**config.mk**
```make
export PLATFORM = sky130hd
export DESIGN_NAME = rv32i_hazard_ctl
export DESIGN_NICKNAME = d
export VERILOG_FILES = /design/src/rtl/rv32i_hazard_ctl.sv
export SDC_FILE = /design/constraint.sdc
export NUM_CORES = 1
export LEC_CHECK = 0
export ABC_AREA = 1
export CAP_MARGIN = 20
export CORE_UTILIZATION = 45
export DETAILED_ROUTE_END_ITERATION = 10
export GPL_TIMING_DRIVEN = 0
export PLACE_DENSITY = 0.8
export SLEW_MARGIN = 20
export SYNTH_ARGS = -nofsm -noshare
export SYNTH_HDL_FRONTEND = slang
export SYNTH_SLANG_ARGS = --single-unit
export TNS_END_PERCENT = 100
```
**constraint.sdc**
```tcl
create_clock -name clk -period 1.5 [get_ports clk]
set_input_delay 0.3 -clock clk [delete_from_list [all_inputs] [get_ports clk]]
set_output_delay 0.3 -clock clk [all_outputs]
set_load 0.01 [all_outputs]
```
**src/rtl/rv32i_hazard_ctl.sv**
```systemverilog
// rv32i_hazard_ctl
// ----------------
// Hazard controller sitting between decode (ID) and execute (EX) of the
// rv32i in-order pipeline. A three-slot scoreboard (EX, MEM, WB) remembers
// the destination register of every in-flight instruction. The block
// detects read-after-write hazards for the ID instruction and stalls
// IF/ID while bubbles are pushed into EX. A taken branch flushes the ID
// instruction.
//
// Build option:
//   RV32I_HAZARD_FWD_EN  - when defined, EX/MEM results are forwarded.
//                          Only load-use (one bubble) and, without WB
//                          bypass, WB-slot matches stall. Operand selects
//                          are registered alongside ex_valid_out.
//                          When undefined, every EX/MEM match stalls and
//                          the selects stay at 2'b00.
//
// Parameters:
//   WB_BYPASS      1 = register file is write-through (WB match is safe)
//
// Ports:
//   clk            system clock, rising edge
//   reset          asynchronous active-high reset
//   id_valid_in    ID holds a valid instruction
//   id_iw_in       instruction word in ID
//   br_taken_in    EX resolved a taken branch/jump this cycle
//   stall_out      hold PC and IF/ID (combinational)
//   flush_out      kill IF/ID contents (combinational, = br_taken_in)
//   ex_valid_out   instruction now in EX is real (registered)
//   fwd_a_sel_out  rs1 source: 00 regfile, 01 MEM result, 10 WB result
//   fwd_b_sel_out  rs2 source, same encoding

module rv32i_hazard_ctl #(
    parameter logic WB_BYPASS = 1'b0
) (
    input  logic        clk,
    input  logic        reset,
    input  logic        id_valid_in,
    input  logic [31:0] id_iw_in,
    input  logic        br_taken_in,
    output logic        stall_out,
    output logic        flush_out,
    output logic        ex_valid_out,
    output logic [1:0]  fwd_a_sel_out,
    output logic [1:0]  fwd_b_sel_out
);

    localparam int NSLOT    = 3;
    localparam int SLOT_EX  = 0;
    localparam int SLOT_MEM = 1;
    localparam int SLOT_WB  = 2;

    localparam logic [6:0] OP_REG    = 7'b0110011;
    localparam logic [6:0] OP_IMM    = 7'b0010011;
    localparam logic [6:0] OP_LOAD   = 7'b0000011;
    localparam logic [6:0] OP_STORE  = 7'b0100011;
    localparam logic [6:0] OP_BRANCH = 7'b1100011;
    localparam logic [6:0] OP_JALR   = 7'b1100111;
    localparam logic [6:0] OP_LUI    = 7'b0110111;
    localparam logic [6:0] OP_AUIPC  = 7'b0010111;
    localparam logic [6:0] OP_JAL    = 7'b1101111;

    // ------------------------------------------------------------------
    // ID decode
    // ------------------------------------------------------------------
    logic [6:0] id_opcode;
    logic [4:0] id_rs1;
    logic [4:0] id_rs2;
    logic [4:0] id_rd;
    logic       id_uses_rs1;
    logic       id_uses_rs2;
    logic       id_writes_rd;

    assign id_opcode = id_iw_in[6:0];
    assign id_rd     = id_iw_in[11:7];
    assign id_rs1    = id_iw_in[19:15];
    assign id_rs2    = id_iw_in[24:20];

    // funct3/funct7 and immediate bits play no part in hazard decisions
    logic unused_iw_bits;
    assign unused_iw_bits = ^{id_iw_in[31:25], id_iw_in[14:12]};

    assign id_uses_rs1  = id_opcode inside {OP_REG, OP_IMM, OP_LOAD,
                                            OP_STORE, OP_BRANCH, OP_JALR};
    assign id_uses_rs2  = id_opcode inside {OP_REG, OP_STORE, OP_BRANCH};
    assign id_writes_rd = id_opcode inside {OP_REG, OP_IMM, OP_LOAD,
                                            OP_LUI, OP_AUIPC, OP_JAL, OP_JALR};

    // ------------------------------------------------------------------
    // Scoreboard: index 0 = EX, 1 = MEM, 2 = WB
    // ------------------------------------------------------------------
    logic       slot_valid_reg [NSLOT];
    logic [4:0] slot_rd_reg    [NSLOT];

    logic [NSLOT-1:0] match_a;
    logic [NSLOT-1:0] match_b;

    // Source indices of zero never match: x0 is hardwired.
    generate
        for (genvar gi = 0; gi < NSLOT; gi++) begin : g_match
            assign match_a[gi] = id_uses_rs1 && (id_rs1 != 5'd0) &&
                                 slot_valid_reg[gi] && (slot_rd_reg[gi] == id_rs1);
            assign match_b[gi] = id_uses_rs2 && (id_rs2 != 5'd0) &&
                                 slot_valid_reg[gi] && (slot_rd_reg[gi] == id_rs2);
        end
    endgenerate

    logic wb_hazard;
    logic hazard;
    logic issue;
    logic [1:0] fwd_a_sel_next;
    logic [1:0] fwd_b_sel_next;

    assign wb_hazard = (WB_BYPASS == 1'b0) && (match_a[SLOT_WB] || match_b[SLOT_WB]);

`ifdef RV32I_HAZARD_FWD_EN
    logic id_is_load;
    logic slot_ex_load_reg;

    assign id_is_load = (id_opcode == OP_LOAD);

    // Only a load in EX cannot be forwarded yet; its data appears one
    // cycle later in MEM and is then picked up via the WB-result path.
    assign hazard = (slot_ex_load_reg && (match_a[SLOT_EX] || match_b[SLOT_EX]))
                    || wb_hazard;

    // Youngest producer wins: EX slot is checked before MEM.
    always_comb begin
        fwd_a_sel_next = 2'b00;
        fwd_b_sel_next = 2'b00;
        if (issue) begin
            if (match_a[SLOT_EX])
                fwd_a_sel_next = 2'b01;
            else if (match_a[SLOT_MEM])
                fwd_a_sel_next = 2'b10;
            if (match_b[SLOT_EX])
                fwd_b_sel_next = 2'b01;
            else if (match_b[SLOT_MEM])
                fwd_b_sel_next = 2'b10;
        end
    end

    // The load flag is only consulted for the EX slot, so it is not
    // carried further down the scoreboard.
    always_ff @(posedge clk or posedge reset) begin
        if (reset)
            slot_ex_load_reg <= 1'b0;
        else
            slot_ex_load_reg <= issue && id_is_load;
    end
`else
    assign hazard = match_a[SLOT_EX] || match_a[SLOT_MEM] ||
                    match_b[SLOT_EX] || match_b[SLOT_MEM] || wb_hazard;

    assign fwd_a_sel_next = 2'b00;
    assign fwd_b_sel_next = 2'b00;
`endif

    // Flush dominates stall: a killed instruction must not hold the front end.
    assign issue     = id_valid_in && !br_taken_in && !hazard;
    assign stall_out = id_valid_in && hazard && !br_taken_in;
    assign flush_out = br_taken_in;

    // ------------------------------------------------------------------
    // Scoreboard update
    // ------------------------------------------------------------------
    // EX slot takes the ID decode on issue; otherwise a bubble enters.
    // rd = x0 results are never tracked, so they can never stall.
    always_ff @(posedge clk or posedge reset) begin
        if (reset) begin
            slot_valid_reg[SLOT_EX] <= 1'b0;
            slot_rd_reg[SLOT_EX]    <= 5'd0;
            ex_valid_out            <= 1'b0;
            fwd_a_sel_out           <= 2'b00;
            fwd_b_sel_out           <= 2'b00;
        end else begin
            slot_valid_reg[SLOT_EX] <= issue && id_writes_rd && (id_rd != 5'd0);
            slot_rd_reg[SLOT_EX]    <= id_rd;
            ex_valid_out            <= issue;
            fwd_a_sel_out           <= fwd_a_sel_next;
            fwd_b_sel_out           <= fwd_b_sel_next;
        end
    end

    // Older slots shift unconditionally: EX->MEM, MEM->WB, WB retires.
    generate
        for (genvar gi = 1; gi < NSLOT; gi++) begin : g_shift
            always_ff @(posedge clk or posedge reset) begin
                if (reset) begin
                    slot_valid_reg[gi] <= 1'b0;
                    slot_rd_reg[gi]    <= 5'd0;
                end else begin
                    slot_valid_reg[gi] <= slot_valid_reg[gi-1];
                    slot_rd_reg[gi]    <= slot_rd_reg[gi-1];
                end
            end
        end
    endgenerate

endmodule

```
==> qor.txt, run 1 <==
first-pass GRT wire length -> 4188 um
CP Capture Type -> primary output
Post-synth EDFFs -> 0
FILL cells -> 251
Critical Setup Path Class -> reg -> out
Clock Sinks -> 19
worst hold path type -> in -> async
Layout Cells excl Fill -> 266
DRT iter0 DRCs -> 31
Row Count -> 18
Port Buffers -> 28
Cells after DPL -> 260
drt total wl -> 2677 um
hold slack -> 0.3922 ns
Mapped Area -> 1239 um2
vias in the first global route -> 1,006
most frequent cells in the layout -> 88 x nand2_1, 25 x nor2_1, 19 x inv_1, 19 x dfrtp_1, 18 x dlygate4sd2_1
initial antenna violation count -> 0
Clock Tree Buf Depth -> 2
die width -> 54.47 um
Reg clk slew, reported paths -> 0.12 ns
clk_lat worst skew -> 0.31 ns
CTS tree -> yes
TritonCTS Buffers -> 3
H-tree depth -> 1
top_reg_cell synth -> dfrtp_1
period utilization -> 1.249
routed vias -> 1,231
Syn Inst Count -> 199
crit start category -> flop
Root Driver -> clkbuf_4
Via density -> 4.628
MaxCap Viol Count -> 0
Synth cell types -> 22
GRT Util Overall -> 0.2093
failing checks -> negative setup slack
drc violations -> 0
Antenna Diode Count -> 0
crit path DAT -> 1.57 ns
#FFs+latches synth -> 19
sequential area share after synthesis -> 0.3838
Setup TNS Final -> -0.3728 ns
syn avg cell area -> 6.225 um2
Setup WS pre-CTS -> -0.9656 ns
hpwl dp -> 2108 um
final hold viol count -> 0
most common cell after layout, fill and taps aside -> nand2_1
worst endpoint required time -> 1.20 ns
unrepaired setup endpoints after global routing -> yes
post-route clock skew -> 0.004172 ns
CORE AREA -> 2545 um2
final-stage net count -> 273
Synth async-reset ratio -> 1.000
Routability Congestion -> 0.8324
Fmax -> 534.0 MHz
Slew @ Worst Pin -> 0.7113 ns
Rel. slew slack -> 0.5253
status -> finished, violations left
Worst Slack Setup Final -> -0.3728 ns
share of layout cells above drive strength 1 -> 0.1568
VDD IR-drop max -> 0.6871 mV
Die ar. -> 2966 um2
Initial Util -> 0.4867
Die H -> 54.47 um
final-report max-slew violation count -> 0
Final min period -> 1.873 ns
Largest register FFs -> 15
I/O pins -> 43
largest net degree at the start of global routing -> 20
drt first pass iters -> 4
pwr dens -> 664.8 nW/um2
CP Max Fanout -> 4
Synth Warn # -> 0
Routed Antenna Nets -> 0
leakage power total -> 0.9230 nW
mean routed wirelength per cell -> 10.06 um
# setup viols final -> 1
GRT overflow -> 0
Layout area overhead -> 29.70%
[area by class of cell]
type                    count  area (um2)  share of cell area
clock buffers               3       22.52             0.01402
inverters                  32       120.1             0.07477
repair buffers             30       270.3              0.1682
flip-flops and latches     19       475.5              0.2960
multi-input cells         146       635.6              0.3956
plain buffers               5       37.54             0.02336
clock inverters             1       7.507            0.004673
well taps                  30       37.54             0.02336
[final timing paths]
path / start / end / slack, ns / cells after the start
worst min register to register: slot_rd_reg[11] / slot_rd_reg[6] / 0.43 / 0
worst max register to register: slot_rd_reg[4] / slot_valid_reg[2] / 0.24 / 11
worst max-delay path: slot_rd_reg[12] / stall_out / -0.37 / 11
worst min-delay path: reset / slot_rd_reg[5] / 0.39 / 2
min in group clk: slot_rd_reg[11] / slot_rd_reg[6] / 0.43 / 0
max in group asynchronous: reset / slot_rd_reg[7] / 0.66 / 2
[stage by stage]
stage                     total power, mW  area, um2  utilization
after CTS                           1.074       1594       0.6264
after global placement             0.8075       1568       0.6160
after global routing                1.133       1607       0.6313
after floorplan                    0.6953       1250            -
final                               1.068       1607       0.6313
after detailed placement           0.8118       1568       0.6160
[per-layer routing]
layer	wire (um)	vias to the layer above	global-route usage
met5	0	-	0
met4	46	0	0.07692
met2	1239	38	0.3435
li1	-	661	-
met3	143	4	0.05833
met1	1247	528	0.2599
[critical path, stage by stage (launching register included)]
cell and delay (ns):
dfrtp_1 0.42, inv_1 0.07, nand2_1 0.05, nand2_1 0.05
nor2_1 0.11, nand3_1 0.08, nand2_1 0.07, nand2_1 0.05
nand2_1 0.07, inv_2 0.04, a21boi_2 0.11, buf_2 0.13
[Yosys cell counts (2+ instances only)]
master | count | area, um2
dfrtp_1 | 19 | 475.5
inv_2 | 11 | 41.29
nor2_1 | 27 | 101.4
inv_1 | 21 | 78.83
nand2_1 | 92 | 345.3
nor3_1 | 2 | 10.01
xnor2_1 | 2 | 17.52
buf_4 | 5 | 37.54
nand3_1 | 7 | 35.03
[kinds of logic after synthesis]
kind of cell    Yosys count  share of synthesized area
simple gates            134                     0.4364
buf+inv                  37                     0.1273
flops                    19                     0.3838
compound gates            6                    0.03534
xor+xnor                  2                    0.01414
other cells               1                   0.003027
[report_power, final]
part | switching (mW) | total [mW] | internal, mW
Combinational | 0.131 | 0.240 | 0.108
Sequential | 0.0213 | 0.556 | 0.535
Clock | 0.171 | 0.273 | 0.102
[repair_timing]
item,4_1_cts,5_1_grt
endpoints found under the setup margin,2,2
resized for setup,26,7
hold buffers,0,0
buffers inserted,2,0
pin swaps,12,8
No activity file was read; power rests on OpenSTA's default activity.
==> run 2: changes to the inputs <==
SKIP_CTS_REPAIR_TIMING = 1   (was not set)
==> run 2 against run 1 <==
Against the previous run:
- the flow still finishes with violations (negative setup slack)
- final area is 4.4% higher
- clock power about the same
- clock skew shrank 0.0023 ns
- wire length grew 0.41%
- non-clock buffer count stayed put
- via count increased by 0.65%
- die area did not move
- critical path type is now in -> out
==> qor.txt, run 2 (synthesis results as in run 1) <==
Clock Sinks -> 19
DR WL met2 -> 1285 um
met3 WL post-DR -> 150 um
routed vias -> 1,239
Routability Congestion -> 0.8324
crit path DAT -> 1.61 ns
final hold viol count -> 0
CP Max Fanout -> 3
first-pass GRT wire length -> 4098 um
# setup viols final -> 1
Rel. slew slack -> 0.5241
Routed Antenna Nets -> 0
hpwl dp -> 2108 um
status -> finished, violations left
vias in the first global route -> 983
worst endpoint required time -> 1.20 ns
total power -> 1.079 mW
Largest register FFs -> 15
Setup TNS Final -> -0.4102 ns
drt total wl -> 2688 um
GRT Util Overall -> 0.2044
die width -> 54.47 um
unrepaired setup endpoints after global routing -> yes
H-tree depth -> 1
pwr dens -> 643.8 nW/um2
failing checks -> negative setup slack
VDD IR-drop max -> 0.6837 mV
clk_lat worst skew -> 0.30 ns
Antenna Diode Count -> 0
Reg clk slew, reported paths -> 0.11 ns
CTS tree -> yes
initial antenna violation count -> 0
Layout Cells excl Fill -> 266
I/O pins -> 43
TritonCTS Buffers -> 3
storage element area -> 475.5 um2
MaxCap Viol Count -> 0
Fmax -> 523.5 MHz
GRT overflow -> 0
post-route clock skew -> 0.001881 ns
Critical Setup Path Class -> in -> out
FILL cells -> 228
Die H -> 54.47 um
Slew @ Worst Pin -> 0.7130 ns
Layout area overhead -> 35.35%
CORE AREA -> 2545 um2
crit start category -> input port
largest net degree at the start of global routing -> 20
Cells after DPL -> 260
most frequent cells in the layout -> 88 x nand2_1, 23 x nor2_1, 19 x inv_1, 19 x dfrtp_1, 16 x dlymetal6s2s_1
Port Buffers -> 28
multi-input combinational cell area -> 645.6 um2
Root Driver -> clkbuf_4
most common cell after layout, fill and taps aside -> nand2_1
Row Count -> 18
period utilization -> 1.273
Worst Slack Setup Final -> -0.4102 ns
leakage power total -> 1.035 nW
CP Capture Type -> primary output
final-report max-slew violation count -> 0
Max Used Layer -> met4
drt first pass iters -> 4
drc violations -> 0
Die ar. -> 2966 um2
Via density -> 4.658
DRT iter0 DRCs -> 46
mean routed wirelength per cell -> 10.11 um
final-stage net count -> 273
Initial Util -> 0.4867
WL met1 -> 1229 um
worst hold path type -> in -> reg
Final min period -> 1.910 ns
share of layout cells above drive strength 1 -> 0.1653
Clock Tree Buf Depth -> 2
[run 2: final timing paths]
kind / startpoint / endpoint / slack [ns] / cells after the start
min in group asynchronous: reset / slot_rd_reg[5] / 0.39 / 2
max in group asynchronous: reset / slot_rd_reg[7] / 0.66 / 2
hold reg to reg: slot_rd_reg[11] / slot_rd_reg[6] / 0.43 / 0
setup / recovery: id_iw_in[1] / stall_out / -0.41 / 10
hold / removal: id_iw_in[4] / slot_valid_reg[2] / 0.38 / 4
setup reg to reg: slot_rd_reg[4] / slot_valid_reg[2] / 0.26 / 10
[run 2: worst max-delay path, stage by stage]
cell	delay [ns]
clkdlybuf4s50_1	0.47
nand2_2	0.08
nor2_4	0.10
nand2_1	0.07
a21oi_2	0.15
nand2_1	0.06
nand2_1	0.07
nand2_2	0.06
a21boi_2	0.11
buf_2	0.13
[run 2: cell type report]
cell class                      count  area share
Multi-Input combinational cell    146      0.3851
Sequential cell                    19      0.2836
Timing Repair Buffer               30      0.1970
Inverter                           32     0.07164
Buffer                              5     0.02239
Tap cell                           30     0.02239
Clock buffer                        3     0.01343
Clock inverter                      1    0.004478
[run 2: metal layers]
metal	vias up	track usage
li1	664	-
met1	536	0.2590
met2	37	0.3333
met3	2	0.05833
met4	0	0.06410
met5	-	0
[run 2: per-stage QoR]
stage | setup WS [ns] | instance area, um2 | utilization | hold slack [ns]
after floorplan | 0.1603 | 1250 | - | 0.2511
after global placement | -0.9779 | 1568 | 0.6160 | 0.3914
after detailed placement | -0.9656 | 1568 | 0.6160 | 0.3941
after CTS | -0.9710 | 1598 | 0.6278 | 0.4126
after global routing | -0.5595 | 1677 | 0.6588 | 0.3722
final | -0.4102 | 1677 | 0.6588 | 0.3828
[run 2: report_power, final]
group	switching, mW	internal [mW]
Clock	0.168	0.102
Sequential	0.0214	0.535
Combinational	0.132	0.121
Total	0.322	0.757
==> run 3: changes to the inputs <==
ABC_AREA = 0   (was 1)
CORE_UTILIZATION = 41   (was 45)
PLACE_DENSITY = 0.78   (was 0.8)
==> run 3 against run 2 <==
Against the previous run:
- the run still ends with negative setup slack left
- clock-buffer cell count up 1
- flip-flop and latch count unchanged
- critical path type unchanged
- final area down 11%
- power down 3.3%
- largest power group unchanged
- wire length down 16%
==> qor.txt, run 3 <==
GRT overflow -> 0
# setup viols final -> 3
final-report max-slew violation count -> 0
post-route clock skew -> 0.0007104 ns
H-tree depth -> 1
drt total wl -> 2266 um
crit start category -> input port
sequential area share after synthesis -> 0.4715
storage element area -> 475.5 um2
TritonCTS Buffers -> 3
Synth Warn # -> 0
hold slack -> 0.3967 ns
final hold viol count -> 0
Root Driver -> clkbuf_4
drc violations -> 0
Post-synth top cells -> 23 x xor2_1, 19 x dfrtp_1, 7 x xnor2_1
pwr dens -> 695.7 nW/um2
Area after DPL -> 1336 um2
Syn Inst Count -> 92
period utilization -> 1.546
#FFs+latches synth -> 19
Clock Sinks -> 19
Final min period -> 2.318 ns
most common cell after layout, fill and taps aside -> xor2_1
MaxCap Viol Count -> 0
CP Capture Type -> primary output
Antenna Diode Count -> 0
Slew @ Worst Pin -> 0.6969 ns
Row Count -> 17
final instance area -> 1500 um2
worst endpoint required time -> 1.20 ns
first-pass GRT wire length -> 3615 um
Synth async-reset ratio -> 1.000
CP Max Fanout -> 4
DRT iter0 DRCs -> 8
Via density -> 5.050
Layout Cells excl Fill -> 160
final-stage net count -> 169
Largest register FFs -> 15
multi-input combinational cell area -> 596.8 um2
Layout area overhead -> 48.76%
Routability Congestion -> 0.9062
Post-synth EDFFs -> 0
Fmax -> 431.3 MHz
Reg clk slew, reported paths -> 0.10 ns
top_reg_cell synth -> dfrtp_1
CORE AREA -> 2255 um2
CTS tree -> yes
FILL cells -> 175
unrepaired setup endpoints after global routing -> yes
share of layout cells above drive strength 1 -> 0.2652
Critical Setup Path Class -> in -> out
Die H -> 51.60 um
leakage power total -> 0.6850 nW
top cells by area, synth -> dfrtp_1 47%, xor2_1 20%, xnor2_1 6.1%
GRT Util Overall -> 0.1900
routed vias -> 808
Setup TNS Final -> -1.334 ns
clk_lat worst skew -> 0.30 ns
Routed Antenna Nets -> 0
die width -> 51.60 um
Port Buffers -> 28
mean routed wirelength per cell -> 14.16 um
VDD IR-drop max -> 0.6414 mV
crit path DAT -> 2.02 ns
failing checks -> negative setup slack
Setup WS pre-CTS -> -1.576 ns
Synth cell types -> 24
hpwl dp -> 1737 um
syn avg cell area -> 10.96 um2
Initial Util -> 0.4473
initial antenna violation count -> 0
most frequent cells in the layout -> 23 x xor2_1, 19 x dfrtp_1, 13 x clkdlybuf4s50_1
most numerous cell in the Yosys netlist -> xor2_1
largest net degree at the start of global routing -> 20
share of the synthesized area in the top cell type -> 0.4715
Worst Slack Setup Final -> -0.8185 ns
Mapped Area -> 1008 um2
Die ar. -> 2662 um2
vias in the first global route -> 837
drt first pass iters -> 4
Clock Tree Buf Depth -> 2
worst hold path type -> in -> async
Cells after DPL -> 151
Rel. slew slack -> 0.5349
status -> finished, violations left
post-synth top area cell -> dfrtp_1
I/O pins -> 43
==> run 3: report_power, final <==
part	internal [mW]	leakage (nW)	switching, mW
clock	0.104	0.0150	0.149
combinational	0.125	0.441	0.109
sequential	0.535	0.229	0.0225
total	0.763	0.685	0.281
==> run 3: final timing paths <==
path	from	cells after the start	endpoint	slack [ns]
max reg2reg	slot_rd_reg[6]	7	ex_valid_out	-0.17
min	reset	2	slot_rd_reg[10]	0.40
min in group clk	slot_valid_reg[1]	0	slot_valid_reg[0]	0.41
max in group asynchronous	reset	2	slot_rd_reg[3]	0.67
max	id_iw_in[23]	8	stall_out	-0.82
min reg2reg	slot_valid_reg[1]	0	slot_valid_reg[0]	0.41
==> run 3: kinds of logic (layout without fill, tap and decap cells) <==
| group | after synthesis | after routing | share of synthesized area |
|---|---|---|---|
| xor+xnor | 30 | 30 | 0.2605 |
| flops | 19 | 19 | 0.4715 |
| buf+inv | 6 | 43 | 0.04094 |
| compound gates | 8 | 8 | 0.06328 |
| other cells | 1 | 4 | 0.003719 |
| simple gates | 28 | 28 | 0.1600 |
==> run 3: layout make-up <==
class,instances,share of cell area
plain buffers,5,0.02502
clock buffers,4,0.01751
inverters,1,0.002502
multi-input cells,70,0.3978
flip-flops and latches,19,0.3169
well taps,28,0.02335
repair buffers,33,0.2168
==> run 3: per-layer routing <==
metal / wire length [um] / up-vias / GRT usage
li1: - / 392 / -
met1: 947 / 382 / 0.2274
met2: 1184 / 29 / 0.3290
met3: 88 / 5 / 0.02632
met4: 46 / 0 / 0.09910
met5: 0 / - / 0
==> run 3: per-stage QoR <==
step,total power [mW],utilization
after detailed placement,0.7752,0.5927
final,1.044,0.6654
after CTS,1.028,0.6043
after floorplan,0.6605,-
after global routing,1.096,0.6654
after global placement,0.7673,0.5927
==> run 3: critical path, cell delays in order <==
cell	delay, ns
buf_8	0.10
or4_4	0.54
nor2_4	0.14
a2111oi_4	0.06
a22o_1	0.24
a221o_1	0.37
nor2b_4	0.15
buf_6	0.12
